--- config.mk ---
export PLATFORM = sky130hd
export DESIGN_NAME = pid_avg_filter
export DESIGN_NICKNAME = d
export VERILOG_FILES = /design/src/rtl/pid_avg_filter.sv
export SDC_FILE = /design/constraint.sdc
export NUM_CORES = 1
export LEC_CHECK = 0
export BUFFER_PORTS_ARGS = -buffer_cell sky130_fd_sc_hd__buf_4
export CORE_ASPECT_RATIO = 0.75
export CORE_MARGIN = 4
export CORE_UTILIZATION = 45
export CTS_BUF_LIST = sky130_fd_sc_hd__clkbuf_16
export CTS_CLUSTER_DIAMETER = 100
export DETAILED_ROUTE_END_ITERATION = 10
export GPL_TIMING_DRIVEN = 0
export PLACE_DENSITY_LB_ADDON = 0.3
export SLEW_MARGIN = 25
export SYNTH_ARGS = -nofsm -noshare
export SYNTH_HDL_FRONTEND = slang
export SYNTH_SLANG_ARGS = --single-unit
--- constraint.sdc ---
create_clock -name clk -period 4.31 [get_ports clk]
set_clock_uncertainty 0.2 [all_clocks]
set_input_delay 0.862 -clock clk [delete_from_list [all_inputs] [get_ports clk]]
set_output_delay 0.862 -clock clk [all_outputs]
set_load 0.005 [all_outputs]
--- src/rtl/pid_avg_filter.sv ---
// pid_avg_filter
//   Moving-average stage of the PID error path. Holds a sliding window of the
//   last DEPTH signed error samples and, on request, sums them serially (one
//   sample per clock through a single adder) and divides by DEPTH with an
//   arithmetic right shift, i.e. floor toward minus infinity.
//
// Ports
//   clk        in   system clock, rising edge
//   n_rst      in   asynchronous active-low reset
//   shift_avg  in   one-cycle pulse: push error_in into the window (IDLE only)
//   calc_avg   in   one-cycle pulse: start an average (IDLE only)
//   clr_hist   in   zero the whole window on the next edge (IDLE only)
//   error_in   in   signed two's-complement error sample
//   avg_out    out  signed window mean, held until the next result
//   avg_done   out  one-cycle pulse while avg_out is freshly updated
//   busy       out  high while a sum is in progress (SUM or DONE)
//   overrun    out  one-cycle pulse: a command arrived while busy and was dropped

module pid_avg_filter #(
    parameter int DATA_W     = 12,
    parameter int DEPTH      = 8,
    parameter int LOG2_DEPTH = 3
) (
    input  logic              clk,
    input  logic              n_rst,
    input  logic              shift_avg,
    input  logic              calc_avg,
    input  logic              clr_hist,
    input  logic [DATA_W-1:0] error_in,
    output logic [DATA_W-1:0] avg_out,
    output logic              avg_done,
    output logic              busy,
    output logic              overrun
);

    // DEPTH samples of DATA_W bits sum into DATA_W+LOG2_DEPTH bits without overflow.
    localparam int ACC_W = DATA_W + LOG2_DEPTH;
    localparam logic [LOG2_DEPTH-1:0] IDX_LAST = LOG2_DEPTH'(DEPTH - 1);

    typedef enum logic [1:0] {
        IDLE = 2'd0,
        SUM  = 2'd1,
        DONE = 2'd2
    } state_t;

    state_t                    state_q, state_d;
    logic signed [ACC_W-1:0]   acc_q, acc_d;
    logic [LOG2_DEPTH-1:0]     idx_q, idx_d;
    logic signed [DATA_W-1:0]  avg_out_q, avg_out_d;
    logic                      overrun_q, overrun_d;
    logic signed [DATA_W-1:0]  hist_q [DEPTH];
    logic signed [DATA_W-1:0]  hist_d [DEPTH];

    logic any_cmd;

    function automatic logic signed [ACC_W-1:0] sign_ext(input logic signed [DATA_W-1:0] s);
        return {{LOG2_DEPTH{s[DATA_W-1]}}, s};
    endfunction

    // Divide by DEPTH via arithmetic shift (floor). The mean of DATA_W-bit
    // samples always fits back into DATA_W, so truncation drops only sign copies.
    function automatic logic signed [DATA_W-1:0] div_window(input logic signed [ACC_W-1:0] sum);
        return DATA_W'(sum >>> LOG2_DEPTH);
    endfunction

    assign any_cmd = shift_avg | calc_avg | clr_hist;

    always_comb begin
        state_d   = state_q;
        acc_d     = acc_q;
        idx_d     = idx_q;
        avg_out_d = avg_out_q;
        overrun_d = 1'b0;
        hist_d    = hist_q;

        unique case (state_q)
            IDLE: begin
                // Clear has priority over a simultaneous shift.
                if (clr_hist) begin
                    for (int k = 0; k < DEPTH; k++) begin
                        hist_d[k] = '0;
                    end
                end else if (shift_avg) begin
                    hist_d[0] = $signed(error_in);
                    for (int k = 1; k < DEPTH; k++) begin
                        hist_d[k] = hist_q[k-1];
                    end
                end
                // A shift on the same edge lands before SUM reads hist[0].
                if (calc_avg) begin
                    state_d = SUM;
                    acc_d   = '0;
                    idx_d   = '0;
                end
            end

            SUM: begin
                acc_d     = acc_q + sign_ext(hist_q[idx_q]);
                idx_d     = idx_q + 1'b1;
                overrun_d = any_cmd;
                if (idx_q == IDX_LAST) begin
                    state_d   = DONE;
                    avg_out_d = div_window(acc_d);
                end
            end

            DONE: begin
                state_d   = IDLE;
                overrun_d = any_cmd;
            end

            default: begin
                state_d = IDLE;
            end
        endcase
    end

    always_ff @(posedge clk or negedge n_rst) begin
        if (!n_rst) begin
            state_q   <= IDLE;
            acc_q     <= '0;
            idx_q     <= '0;
            avg_out_q <= '0;
            overrun_q <= 1'b0;
            for (int k = 0; k < DEPTH; k++) begin
                hist_q[k] <= '0;
            end
        end else begin
            state_q   <= state_d;
            acc_q     <= acc_d;
            idx_q     <= idx_d;
            avg_out_q <= avg_out_d;
            overrun_q <= overrun_d;
            for (int k = 0; k < DEPTH; k++) begin
                hist_q[k] <= hist_d[k];
            end
        end
    end

    assign avg_out  = avg_out_q;
    assign avg_done = (state_q == DONE);
    assign busy     = (state_q != IDLE);
    assign overrun  = overrun_q;

endmodule

==> run summary, run 1 <==
synth cell count leaders: dfrtp_1 (129), nand2_1 (115), o21ai_0 (112), nand2b_1 (99), clkbuf_1 (30)
Slew @ Worst Pin: 909.9 ps
antenna-violating nets left: 0
CP max FO: 17
DR WL/cell: 17.61 microns
Max stage delay on crit path: 560 ps
Core ar.: 14410 sq um
syn nets: 679
routability cong.: 0.8764
Clock Path Buffers: 2
LEAKAGE: 3.361 nW
fmax: 246.3 MHz
worst ir drop on vdd: 0.0003519 V
CTS tree: done
Setup TNS: 0 ps
I/O pins: 32
Die W: 147.9 microns
largest area contributor in the netlist: dfrtp_1
Crit Path Class: flip-flop to flip-flop
number of global-route vias before repair: 5035
Antenna Cells: 0
async set-reset flop share out of synthesis: 100.0%
Die Y: 113.0 microns
Overall Power: 5.006 mW
nets@finish: 729
Ys Warns: 0
via count: 4972
power density cells: 647.2 nW/um^2
GRT Residual Overflow: 0
Worst Path Required: 4390 ps
total wire length: 15940 microns
row count: 38
most frequent cell after synthesis: dfrtp_1
CTS Buf Count: 17
largest net degree at the start of global routing: 92
Worst Path Arrival: 4140 ps
DRT Pass-1 Iters: 5
Final Cycle Share: 94.20%
full die area: 16710 sq um
Post-Syn Area: 6609 sq um
Post-synth EDFFs: 0
clock sinks: 129
synthesized area per cell: 10.29 sq um
clk_lat worst skew: 410 ps
DRT iter0 DRCs: 370
synthesized flop and latch total: 129
max_cap viols: 0
Final Max Slew Viols: 0
synth unique cells: 41
CTS H-tree depth: 4
Synth top area share: 48.85%
first-pass GRT wire length: 26750 microns
post-synthesis sequential area ratio: 48.85%
DRC: 0
GRT Util Overall: 20.16%
crit path launch type: flip-flop
Mapped Cells: 642
Vias/cell: 5.494
layout cells sized above 1: 17.59%
Synth Flop Type: dfrtp_1
Initial Util: 45.87%
final setup vio count: 0
hold-fix buffers at CTS: 0
Worst Setup End Kind: flip-flop
Root Driver: clkbuf_16
Synth area leaders: dfrtp_1 (49%), nand2b_1 (9.4%), o21ai_0 (8.5%)
clock slew at reported path FFs: 60 ps
Area Overhead vs Synth: 17.04%
initial antenna violation count: 0
Slowest-stage cell, CP: mux4_2
DP Wirelength: 11580 microns
Rel. slew slack: 37.60%
RSZ-0062 raised after global routing: no
port bufs: 31
worst path cell trace: buf_6 > buf_2 > mux4_2 > mux2_2 > ha_1 > a21o_1 > a2bb2oi_2 > o41ai_2 > or4_1 > a21oi_2 > xor2_1 > o21ai_1
Hold/Removal Path Class: primary input to async pin
status: finished clean
post-route minimum period: 4060 ps
Fin. Hold Viols: 0
cells in the final DEF (no fill, tap or decap), types with 3 or more instances in the layout:
cell         n
nor2_1       4
clkinv_4     6
clkbuf_1    28
bufinv_16    3
a21oi_2      3
xor2_1       6
nand2_1    115
buf_4       30
clkbuf_16   17
mux4_2      24
mux2_2      18
ha_1        19
nand2b_1    99
xnor2_1      7
buf_2        8
o21ai_0    112
a22o_1      10
o21ai_1      3
a21oi_1     12
inv_1       12
dfrtp_1    129
nand3_1      3
worst max-delay path: cells and delay by family (launching register included):
family	cells	cell delay (ps)
multiplexers	2	880
XOR/XNOR	1	210
AND/OR/NAND/NOR	1	520
flip-flops	1	380
buffers and inverters	2	620
adder cells (fa/ha/maj)	1	360
AO/OA/AOI/OAI	5	770
path summary, 6_finish.rpt:
kind,to,cells after the start,start,slack [ps]
worst min-delay path,hist_q[21]$_DFFE_PN0P_,1,n_rst,130
worst max register to register,avg_out[10]$_DFFE_PN0P_,12,idx_q[0]$_DFFE_PN0P_,250
max in group asynchronous,hist_q[63]$_DFFE_PN0P_,2,n_rst,3030
worst max-delay path,avg_out[10]$_DFFE_PN0P_,12,idx_q[0]$_DFFE_PN0P_,250
min in group clk,hist_q[3]$_DFFE_PN0P_,2,hist_q[3]$_DFFE_PN0P_,270
worst min register to register,hist_q[3]$_DFFE_PN0P_,2,hist_q[3]$_DFFE_PN0P_,270
stage by stage:
stage                     hold WS [ps]  utilization (%)  setup WS [ps]  cells  area (sq um)
final                            130.3            53.69          249.8    905          7735
after global routing             134.7            53.69          1.630    905          7735
after CTS                        130.9            53.71          61.29    906          7737
after detailed placement         265.3            49.47          96.75    874          7127
after global placement           258.0            49.23          115.6    873          7092
after floorplan                  244.8                -          747.3    642          6609
flip-flops by register name, summed over array words and instances (netlist names):
| name | flops |
|---|---|
| idx_q | 3 |
| state_q | 2 |
| avg_out | 12 |
| acc_q | 15 |
| hist_q | 96 |
| overrun | 1 |
routing by layer:
| metal | track usage, % | share of wire, % | vias to the layer above |
|---|---|---|---|
| met3 | 5.084 | 7.2 | 20 |
| met4 | 4.185 | 0.98 | 0 |
| met1 | 29.62 | 46 | 2492 |
| met5 | 0 | 0 | - |
| met2 | 30.79 | 46 | 154 |
| li1 | - | - | 2306 |
layout make-up:
type                    count  area [sq um]
clock buffers              17         425.4
clock inverters            15         185.2
well taps                 200         250.2
plain buffers              40         170.2
repair buffers             32         267.8
multi-input cells         460          3163
inverters                  12         45.04
fillers                  1246          6671
flip-flops and latches    129          3228
repair_timing:
action,in CTS,in global routing
resized for setup,0,4
buffers inserted,0,0
endpoints found under the setup margin,0,7
where the power goes:
group          switching [mW]  total, mW  internal [mW]
registers               0.225       1.71           1.49
logic                    1.08       1.81          0.733
clock network           0.565       1.48          0.916
kinds of logic after synthesis:
| group | after synthesis | share of synthesized area [%] |
|---|---|---|
| xor+xnor | 13 | 1.723 |
| simple gates | 225 | 16.79 |
| compound gates | 158 | 13.90 |
| buf+inv | 53 | 3.294 |
| flops | 129 | 48.85 |
| fa+ha+maj | 20 | 3.900 |
| mux | 44 | 11.55 |
Power figures use the tool's default switching activity.
==> run 2: changes to the inputs <==
--- a/config.mk
+++ b/config.mk
@@ -6,9 +6,9 @@
 export NUM_CORES = 1
 export LEC_CHECK = 0
 export BUFFER_PORTS_ARGS = -buffer_cell sky130_fd_sc_hd__buf_4
-export CORE_ASPECT_RATIO = 0.75
+export CAP_MARGIN = 5
 export CORE_MARGIN = 4
-export CORE_UTILIZATION = 45
+export CORE_UTILIZATION = 40
 export CTS_BUF_LIST = sky130_fd_sc_hd__clkbuf_16
 export CTS_CLUSTER_DIAMETER = 100
 export DETAILED_ROUTE_END_ITERATION = 10
==> run summary, run 2 (synthesis gave the netlist of run 1 again) <==
DP Wirelength: 11670 microns
GRT Residual Overflow: 0
share of power burned in registers: 34.1%
nets@finish: 730
Clock Path Buffers: 2
Fin. Hold Viols: 0
Final Cycle Share: 92.35%
routability cong.: 0.8528
DRC: 0
CTS tree: done
Setup TNS: 0 ps
final setup vio count: 0
DRT Pass-1 Iters: 5
via count: 4926
worst ir drop on vdd: 0.0003514 V
internal power: 3.187 mW
placed insts: 890
Core ar.: 16060 sq um
hold-fix buffers at CTS: 0
Comb power frac: 36.0%
number of global-route vias before repair: 4975
CTS Buf Count: 17
clock sinks: 129
Final Max Slew Viols: 0
power density cells: 647.3 nW/um^2
max reg flops: 96
Clk pwr share: 29.9%
Crit Path Class: flip-flop to flip-flop
CTS H-tree depth: 4
Die Y: 136.5 microns
Vias/cell: 5.343
GRT Util Overall: 18.51%
crit path launch type: flip-flop
Rel. slew slack: 43.66%
Slew @ Worst Pin: 821.5 ps
commonest non-fill, non-tap cell in the layout: dfrtp_1
Hold/Removal Path Class: primary input to async pin
Area Overhead vs Synth: 17.55%
CP max FO: 10
status: finished clean
DR WL/cell: 17.44 microns
Net Sw Power: 1.842 mW
Initial Util: 41.16%
fmax: 251.2 MHz
Antenna Cells: 0
Layout Cells excl Fill: 922
initial antenna violation count: 0
Sw Share: 36.62%
setup repair bufs after CTS: 0
antenna-violating nets left: 0
first-pass GRT wire length: 26720 microns
RSZ-0062 raised after global routing: no
Most flops, register: hist_q
Post-CTS Resized: 0
LEAKAGE: 3.366 nW
Die W: 136.5 microns
full die area: 18640 sq um
I/O pins: 32
Worst Path Arrival: 4070 ps
Worst Path Required: 4400 ps
max_cap viols: 0
layout cells sized above 1: 17.42%
row count: 46
clock slew at reported path FFs: 60 ps
clk_lat worst skew: 420 ps
fillers: 1471
port bufs: 31
total wire length: 16080 microns
Overall Power: 5.029 mW
commonest non-fill, non-tap cells in the layout: dfrtp_1 (129), nand2_1 (115), o21ai_0 (112)
post-route minimum period: 3980 ps
largest net degree at the start of global routing: 96
DRT iter0 DRCs: 349
Root Driver: clkbuf_16
Worst Setup End Kind: flip-flop
==> run 2: cell types whose count changed in the layout (fill, tap and decap cells not counted), sizes merged <==
cell,change
inv,-1
clkinvlp,+1
clkbuf,+1
clkinv,-1
bufinv,+1
==> run 2: area by class of cell <==
cell class / count / area, sq um / area share (%)
Clock inverter: 15 / 191.4 / 2.464
Tap cell: 216 / 270.3 / 3.479
Inverter: 12 / 45.04 / 0.5798
Buffer: 41 / 177.7 / 2.287
Sequential cell: 129 / 3228 / 41.55
Clock buffer: 17 / 425.4 / 5.476
Timing Repair Buffer: 32 / 267.8 / 3.447
Multi-Input combinational cell: 460 / 3163 / 40.72
==> run 2: path summary, 6_finish.rpt <==
path / startpoint / end / slack, ps / depth (start not counted)
min in group clk: avg_out[6]$_DFFE_PN0P_ / avg_out[6]$_DFFE_PN0P_ / 280 / 2
setup / recovery: idx_q[0]$_DFFE_PN0P_ / avg_out[10]$_DFFE_PN0P_ / 330 / 12
setup reg to reg: idx_q[0]$_DFFE_PN0P_ / avg_out[10]$_DFFE_PN0P_ / 330 / 12
hold / removal: n_rst / hist_q[21]$_DFFE_PN0P_ / 100 / 1
hold reg to reg: avg_out[6]$_DFFE_PN0P_ / avg_out[6]$_DFFE_PN0P_ / 280 / 2
max in group asynchronous: n_rst / avg_out[11]$_DFFE_PN0P_ / 3050 / 2
==> run 2: metal layers <==
layer / part of all wire [%] / global-route usage (%) / up-vias
met2: 49 / 29.68 / 129
met1: 44 / 25.61 / 2462
met4: 1.5 / 4.647 / 0
li1: - / - / 2316
met3: 5.2 / 4.191 / 19
met5: 0 / 0 / -
==> run 2: critical path, cell delays in order (launching register included) <==
cell and delay, ps:
dfrtp_1 380, buf_6 170, buf_2 330, mux4_2 570, mux2_2 310, ha_1 360
a21o_1 240, a2bb2oi_2 170, o41ai_2 140, or4_1 510, a21oi_2 140, xor2_1 210
o21ai_1 100
==> run 2: stage by stage <==
step                util (%)  setup slack, ps  area, sq um  hold WS, ps
finish                 48.38            329.6         7769        104.0
global route           48.38            50.81         7769        112.9
CTS                    48.35            110.0         7764        100.7
detailed placement     44.51            124.7         7147        276.1
global placement       44.29            195.9         7112        261.4
floorplan                  -            747.3         6609        244.8
==> run 2: power by group through the flow <==
stage	logic, mW	registers (mW)	clock network, mW
2_1_floorplan	1.28	1.65	0
3_3_place_gp	1.76	1.73	0
3_5_place_dp	1.81	1.73	0
4_1_cts	1.82	1.72	1.53
5_1_grt	2.01	1.75	1.59
6_report	1.81	1.72	1.50
==> run 3: changes to the inputs <==
--- a/config.mk
+++ b/config.mk
@@ -13,7 +13,7 @@
 export CTS_CLUSTER_DIAMETER = 100
 export DETAILED_ROUTE_END_ITERATION = 10
 export GPL_TIMING_DRIVEN = 0
-export PLACE_DENSITY_LB_ADDON = 0.3
+export PLACE_DENSITY = 0.63
 export SLEW_MARGIN = 25
 export SYNTH_ARGS = -nofsm -noshare
 export SYNTH_HDL_FRONTEND = slang
==> run summary, run 3 (synthesis gave the netlist of run 1 again) <==
first-pass GRT wire length: 26210 microns
clock slew at reported path FFs: 60 ps
routability cong.: 0.8282
Fin. Hold Viols: 0
nets@finish: 729
DRT Pass-1 Iters: 5
DR WL/cell: 17.55 microns
Die Y: 136.5 microns
Hold/Removal Path Class: primary input to async pin
LEAKAGE: 3.350 nW
Rel. slew slack: 49.65%
Slew @ Worst Pin: 734.2 ps
commonest non-fill, non-tap cell in the layout: dfrtp_1
Final Max Slew Viols: 0
setup repair bufs after CTS: 0
CTS tree: done
hold-fix buffers at CTS: 0
R2R cell count: 12
post-route minimum period: 4057 ps
Post-CTS Resized: 0
Most flops, register: hist_q
GRT Residual Overflow: 0
max reg flops: 96
row count: 46
DP Wirelength: 11730 microns
final setup vio count: 0
GRT Util Overall: 18.33%
Crit Path Class: flip-flop to flip-flop
Core ar.: 16060 sq um
layout cells sized above 1: 16.60%
clk_lat worst skew: 420 ps
placed insts: 890
RR Startpoint: idx_q[0]$_DFFE_PN0P_
CP max FO: 17
I/O pins: 32
clock sinks: 129
status: finished clean
Antenna Cells: 0
antenna-violating nets left: 0
Vias/cell: 5.359
via count: 4936
initial antenna violation count: 0
Root Driver: clkbuf_16
Worst Path Arrival: 4140 ps
Clock Path Buffers: 2
DRC: 0
worst ir drop on vdd: 0.0003713 V
power density cells: 640.0 nW/um^2
number of global-route vias before repair: 5127
Setup TNS: 0 ps
commonest non-fill, non-tap cells in the layout: dfrtp_1 (129), nand2_1 (115), o21ai_0 (112)
Reg2Reg Setup Slack: 250 ps
max_cap viols: 0
CTS H-tree depth: 4
port bufs: 31
RSZ-0062 raised after global routing: no
crit path launch type: flip-flop
DRT iter0 DRCs: 328
Die W: 136.5 microns
largest net degree at the start of global routing: 83
Initial Util: 41.16%
Layout Cells excl Fill: 921
Final Cycle Share: 94.13%
Area Overhead vs Synth: 16.85%
Worst Setup End Kind: flip-flop
full die area: 18640 sq um
Worst Path Required: 4390 ps
fmax: 246.5 MHz
CTS Buf Count: 17
total wire length: 16170 microns
worst r2r dst: avg_out[10]$_DFFE_PN0P_
## run 3: worst max path at each step
| stage | start | to | slack (ps) | depth (start not counted) |
|---|---|---|---|---|
| after detailed placement | idx_q[1]$_DFFE_PN0P_ | avg_out[11]$_DFFE_PN0P_ | 140 | 13 |
| after floorplan | idx_q[0]$_DFFE_PN0P_ | avg_out[11]$_DFFE_PN0P_ | 750 | 13 |
| after global placement | idx_q[1]$_DFFE_PN0P_ | avg_out[11]$_DFFE_PN0P_ | 200 | 13 |
| after global routing | idx_q[0]$_DFFE_PN0P_ | avg_out[10]$_DFFE_PN0P_ | 50 | 12 |
| final | idx_q[0]$_DFFE_PN0P_ | avg_out[10]$_DFFE_PN0P_ | 250 | 12 |
| after CTS | idx_q[1]$_DFFE_PN0P_ | avg_out[11]$_DFFE_PN0P_ | 110 | 13 |
## run 3: report_power, final
part | switching (mW) | internal (mW)
combinational | 1.07 | 0.732
sequential | 0.233 | 1.49
clock | 0.525 | 0.893
total | 1.83 | 3.11
## run 3: layout make-up
class,instances,area [sq um]
fill,1497,8335
sequential,129,3228
clock inverter,15,152.6
timing repair buffer,32,267.8
buffer,40,170.2
inverter,12,45.04
tap,216,270.3
multi-input combinational,460,3163
clock buffer,17,425.4
## run 3: worst max-delay path, cell delays in order, from the launching register on
cell and delay (ps):
dfrtp_1 370, buf_6 260, buf_2 390, mux4_2 560, mux2_2 300, ha_1 360
a21o_1 240, a2bb2oi_2 150, o41ai_2 120, or4_1 510, a21oi_2 150, xor2_1 220
o21ai_1 100
## run 3: per-layer routing
layer / share of wire, % / wire length, microns / GRT usage (%)
met4: 1.3 / 217 / 4.031
met1: 45 / 7336 / 24.79
met5: 0 / 0 / 0
met3: 4.3 / 695 / 4.301
met2: 49 / 7916 / 30.18
## run 3: stage by stage
stage | setup WS [ps] | hold slack, ps | total power [mW] | utilization [%] | instance area, sq um
after CTS | 108.5 | 156.8 | 4.979 | 48.11 | 7725
after global routing | 46.40 | 165.8 | 5.254 | 48.09 | 7722
after floorplan | 747.3 | 244.8 | 2.935 | - | 6609
after detailed placement | 143.8 | 274.2 | 3.553 | 44.51 | 7147
final | 253.1 | 145.7 | 4.943 | 48.09 | 7722
after global placement | 198.6 | 258.9 | 3.492 | 44.29 | 7112
